### src/rtl/car_motion_ctrl.sv
// Elevator car motion controller: IDLE/MOVE/DOOR sequencer that steps a one-hot
// floor position on a move timer and holds the door for a dwell period.
module car_motion_ctrl #(
  parameter int MOVE_TICKS = 64,
  parameter int DOOR_TICKS = 96
) (
  input  logic       clk,
  input  logic       rst,
  input  logic [1:0] ud_mode,
  input  logic [3:0] eff_req,
  input  logic       call_here,
  input  logic       door_hold,
  input  logic       door_close,
  output logic [3:0] position,
  output logic [1:0] floor_bin,
  output logic       moving,
  output logic [1:0] dir,
  output logic       door_open,
  output logic       arrive
);
  typedef enum logic [1:0] {S_IDLE, S_MOVE, S_DOOR} state_t;

  localparam logic [7:0] MOVE_LOAD = 8'(MOVE_TICKS - 1);
  localparam logic [7:0] DOOR_LOAD = 8'(DOOR_TICKS - 1);
  localparam logic [1:0] DIR_UP = 2'b01;
  localparam logic [1:0] DIR_DN = 2'b10;

  state_t     state_q, state_d;
  logic [3:0] pos_q, pos_d;
  logic [1:0] dir_q, dir_d;
  logic       moving_q, moving_d;
  logic       door_open_q, door_open_d;
  logic       arrive_q, arrive_d;
  logic [7:0] mcnt_q, mcnt_d;
  logic [7:0] dcnt_q, dcnt_d;
  logic [3:0] next_pos;
  logic       stop_here;

  always_comb begin
    state_d     = state_q;
    pos_d       = pos_q;
    dir_d       = dir_q;
    moving_d    = moving_q;
    door_open_d = door_open_q;
    arrive_d    = 1'b0;
    mcnt_d      = mcnt_q;
    dcnt_d      = dcnt_q;
    next_pos    = (dir_q == DIR_UP) ? {pos_q[2:0], 1'b0} : {1'b0, pos_q[3:1]};
    // A terminal floor always stops, so position can never shift off the end.
    stop_here   = (|(eff_req & next_pos)) || (ud_mode != dir_q) ||
                  (dir_q == DIR_UP && next_pos[3]) || (dir_q == DIR_DN && next_pos[0]);
    case (state_q)
      S_IDLE: begin
        if (call_here) begin
          state_d     = S_DOOR;
          door_open_d = 1'b1;
          dcnt_d      = DOOR_LOAD;
        end else if ((ud_mode == DIR_UP && !pos_q[3]) || (ud_mode == DIR_DN && !pos_q[0])) begin
          state_d  = S_MOVE;
          moving_d = 1'b1;
          dir_d    = ud_mode;
          mcnt_d   = MOVE_LOAD;
        end
      end
      S_MOVE: begin
        if (mcnt_q == 8'd0) begin
          pos_d    = next_pos;
          arrive_d = 1'b1;
          if (stop_here) begin
            state_d     = S_DOOR;
            moving_d    = 1'b0;
            dir_d       = 2'b00;
            door_open_d = 1'b1;
            dcnt_d      = DOOR_LOAD;
          end else begin
            mcnt_d = MOVE_LOAD;
          end
        end else begin
          mcnt_d = mcnt_q - 8'd1;
        end
      end
      S_DOOR: begin
        if (door_hold) begin
          dcnt_d = DOOR_LOAD;
        end else if (door_close || dcnt_q == 8'd0) begin
          state_d     = S_IDLE;
          door_open_d = 1'b0;
          dcnt_d      = 8'd0;
        end else begin
          dcnt_d = dcnt_q - 8'd1;
        end
      end
      default: state_d = S_IDLE;
    endcase
  end

  always_ff @(posedge clk) begin
    if (rst) begin
      state_q     <= S_IDLE;
      pos_q       <= 4'b0001;
      dir_q       <= 2'b00;
      moving_q    <= 1'b0;
      door_open_q <= 1'b0;
      arrive_q    <= 1'b0;
      mcnt_q      <= 8'd0;
      dcnt_q      <= 8'd0;
    end else begin
      state_q     <= state_d;
      pos_q       <= pos_d;
      dir_q       <= dir_d;
      moving_q    <= moving_d;
      door_open_q <= door_open_d;
      arrive_q    <= arrive_d;
      mcnt_q      <= mcnt_d;
      dcnt_q      <= dcnt_d;
    end
  end

  always_comb begin
    floor_bin = 2'd0;
    case (pos_q)
      4'b0010: floor_bin = 2'd1;
      4'b0100: floor_bin = 2'd2;
      4'b1000: floor_bin = 2'd3;
      default: floor_bin = 2'd0;
    endcase
  end

  assign position  = pos_q;
  assign moving    = moving_q;
  assign dir       = dir_q;
  assign door_open = door_open_q;
  assign arrive    = arrive_q;
endmodule

### config.mk
export PLATFORM = sky130hd
export DESIGN_NAME = car_motion_ctrl
export DESIGN_NICKNAME = d
export VERILOG_FILES = /design/src/rtl/car_motion_ctrl.sv
export SDC_FILE = /design/constraint.sdc
export NUM_CORES = 1
export LEC_CHECK = 0
export CORE_MARGIN = 1.5
export CORE_UTILIZATION = 56
export CTS_BUF_LIST = sky130_fd_sc_hd__clkbuf_4 sky130_fd_sc_hd__clkbuf_8
export DETAILED_ROUTE_END_ITERATION = 16
export DONT_BUFFER_PORTS = 1
export PLACE_DENSITY_LB_ADDON = 0.2
export SKIP_LAST_GASP = 1
export SLEW_MARGIN = 15
export SYNTH_ARGS = -nofsm -noshare
export SYNTH_HDL_FRONTEND = slang
export SYNTH_SLANG_ARGS = --single-unit
### constraint.sdc
create_clock -name clk -period 2.6 [get_ports clk]
set_clock_uncertainty 0.1 [all_clocks]
set_input_delay 0.65 -clock clk [delete_from_list [all_inputs] [get_ports clk]]
set_output_delay 0.65 -clock clk [all_outputs]
set_load 0.02 [all_outputs]
==> results.md <==
* Status: finished clean
* Worst-Margin Slew at between 0.6 and 0.7 ns
* Syn nets at 203
* Final setup viols at 0
* Final Hold Viols at 0
* Fin crit period at between 2 and 2.5 ns
* Library cells used by synthesis at 47
* Setup CP Type: flip-flop to output port
* Post-synth top area cell: dfxtp_1
* Iter 0 DRT Violations at 41
* Routability congestion estimate at between 0.7 and 0.8
* Congestion Overflow GR at 0
* Drt first pass iters at 4
* CP Max Fanout at 9
* Critical Path Source Type: flip-flop
* Final non-filler cell total at 215
* Die area at 3020 µm²
* Synthesized flop and latch total at 27
* Worst r2r path cells at 6
* Hold endpoint: mcnt_q[5]
* Initial Util at approximately 60%
* H-tree levels at 1
* R2R Setup Slk at ~0.38 ns
* Die width at approximately 55 µm
* Relative slew margins at about three fifths
* Commonest cells post-synth: 27 x dfxtp_1, 25 x nor2_1, 22 x a21oi_1, 16 x nand2_1, 10 x nor3_1
* DP Area at 1520 µm²
* Worst Path Required at between 1.5 and 2 ns
* Peak supply drop at approximately 0.47 mV
* Area Overhead vs Synth at 2.65%
* Crit path cell chain: xnor2_1 > nor3_1
* Vias/cell at ~6.4
* Pre-CTS WS at about 0.32 ns
* TritonCTS clock tree: built
* Primary FF master, synth: dfxtp_1
* YS warnings at 0
* Max-Cap Viols at 0
* Post-CTS setup buffer count at 0
* Clock insertion delay at the later pin of the skew report at 0.34 ns
* Cell Area, Synth at 1510 µm²
* Hold WS at about 0.26 ns
* Number of global-route vias before repair at approximately 1200
* Placed insts at around 210
* CP Capture Type: output port
* GRT Total Usage at about 23%
* Most frequent cell after synthesis: dfxtp_1
* Area contributors post-synth: dfxtp_1 36%, a21oi_1 7.3%, nor2_1 6.2%
* Total CTS buffers at 3
* Port Buf Inserts at 0
* Post-synth EDFFs at 0
* Worst R2R End: dcnt_q[3]
* Slowest CP cell: dfxtp_1
* Power per cell area at approximately 600 nW/µm²
* First-pass GRT wire length at about 5.1 mm
* Largest net degree at the start of global routing at 28
* Design Area, Final at 1550 µm²
* Top cell type's share of synthesized area at a little over a third
* Antenna Cells at 0
* Hold Path Origin: rst
* Residual DRC at 0
* Routed len/inst at about 15 µm
* R2R Path Start: position[1]
* Vias at approximately 1400
* Max frequency at between 400 and 500 MHz
* WHS Path Cells at 1
* Post-DRT Antenna Nets at 0
* Leakage at between 0.5 and 0.6 nW
* Hold buffers post-CTS at 0
* Pins Over Slew Limit at 0
* Critical Path AT at ~1.6 ns
* Clock tree buffer depth at 2
* Synth Instances at about 190
* Cell Rows at 18
* Hpwl dp at ~2.4 mm
* Clock-pin slew on the worst setup and hold paths at around 0.16 ns
* Syn avg cell area at approximately 8 µm²
* Sink Count at 27
* Total Wirelength at roughly 3.2 mm
* Floorplan Core Area at between 2000 and 3000 µm²
* Largest stage delay on the critical path at between 0.6 and 0.7 ns
* Fin Setup TNS at 0 ns
* IO Count at 22
* Clk root buf: clkbuf_4
* Post-synth ARST share at 0%
* Period utilization at 89.3%
* RSZ-0062 raised after global routing: false
* Layout cells sized above 1 at 8.65%
* Final nets at 201
* Seq/Total Area, Yosys at between 30% and 40%
* Die Ht at between 50 and 60 µm
* Setup WS post-layout at ~0.28 ns
* Initial antenna violation count at 0
* CTS resizes at 0
* Worst hold path class: primary input to flip-flop
sequential cells by signal, indices dropped and copies added (netlist names):
| register | cells |
|---|---|
| dcnt_q | 8 |
| moving | 1 |
| door_open | 1 |
| mcnt_q | 8 |
| state_q | 2 |
| arrive | 1 |
| dir | 2 |
| position | 4 |
power by group:
group / switching (W) / internal, W / leakage (nW) / total [W]
registers: 0.0000525 / 0.000452 / 0.221 / 0.000505
clock network: 0.000124 / 0.0000578 / 0.0177 / 0.000182
logic: 0.000142 / 0.0000978 / 0.290 / 0.000240
metal layers:
layer | vias to the layer above | share of wire, % | wire length [µm] | GRT usage [%]
met1 | 653 | 45 | 1450 | 27.2
met5 | - | 0 | 0 | 0
li1 | 682 | - | - | -
met3 | 6 | 5.1 | 165 | 4.03
met4 | 0 | 1.0 | 32 | 4.88
met2 | 40 | 49 | 1560 | 42.7
cell type report:
class | instances | area, µm²
fill | 222 | 972
multi-input combinational | 144 | 903
sequential | 27 | 541
tap | 30 | 37.5
inverter | 9 | 33.8
clock buffer | 3 | 22.5
timing repair buffer | 1 | 7.51
clock inverter | 1 | 5.00
cell families after synthesis:
kind of cell	after synthesis	share of synthesized area (%)
buffers and inverters	17	4.39
AND/OR/NAND/NOR	79	27.5
XOR/XNOR	6	3.48
adder cells (fa/ha/maj)	4	3.31
flip-flops	27	35.8
AO/OA/AOI/OAI	53	24.2
multiplexers	2	1.33
through the flow:
step           power [W]  util [%]
3_5_place_dp    0.000749      60.4
3_3_place_gp    0.000736      60.4
6_report        0.000926      61.5
4_1_cts         0.000928      61.5
2_1_floorplan   0.000702         -
5_1_grt         0.000979      61.5
worst max-delay path by stage:
stage	startpoint	end	slack, ns	cells after the start
floorplan	call_here	dir[1]	0.59	6
global placement	call_here	mcnt_q[3]	0.43	6
detailed placement	call_here	mcnt_q[4]	0.32	6
CTS	position[1]	floor_bin[0]	0.27	2
global route	position[1]	floor_bin[0]	0.17	2
finish	position[1]	floor_bin[0]	0.28	2
worst max-delay path, delay by kind of cell, from the launching register on:
kind | cells | cell delay, ns
xor+xnor | 1 | 0.12
flops | 1 | 0.64
simple gates | 1 | 0.50
cells in the final DEF (no fill, tap or decap), types with 4 or more instances in the layout:
| cell type | Yosys | routed |
|---|---|---|
| a211oi_1 | 4 | 4 |
| nand2b_1 | 6 | 6 |
| xnor2_1 | 4 | 4 |
| nor4_1 | 4 | 4 |
| ha_1 | 4 | 4 |
| nor2_1 | 25 | 25 |
| nand2_1 | 16 | 16 |
| inv_1 | 9 | 9 |
| dfxtp_1 | 27 | 27 |
| nor3_1 | 10 | 10 |
| a21oi_1 | 22 | 22 |
Power figures use the tool's default switching activity.
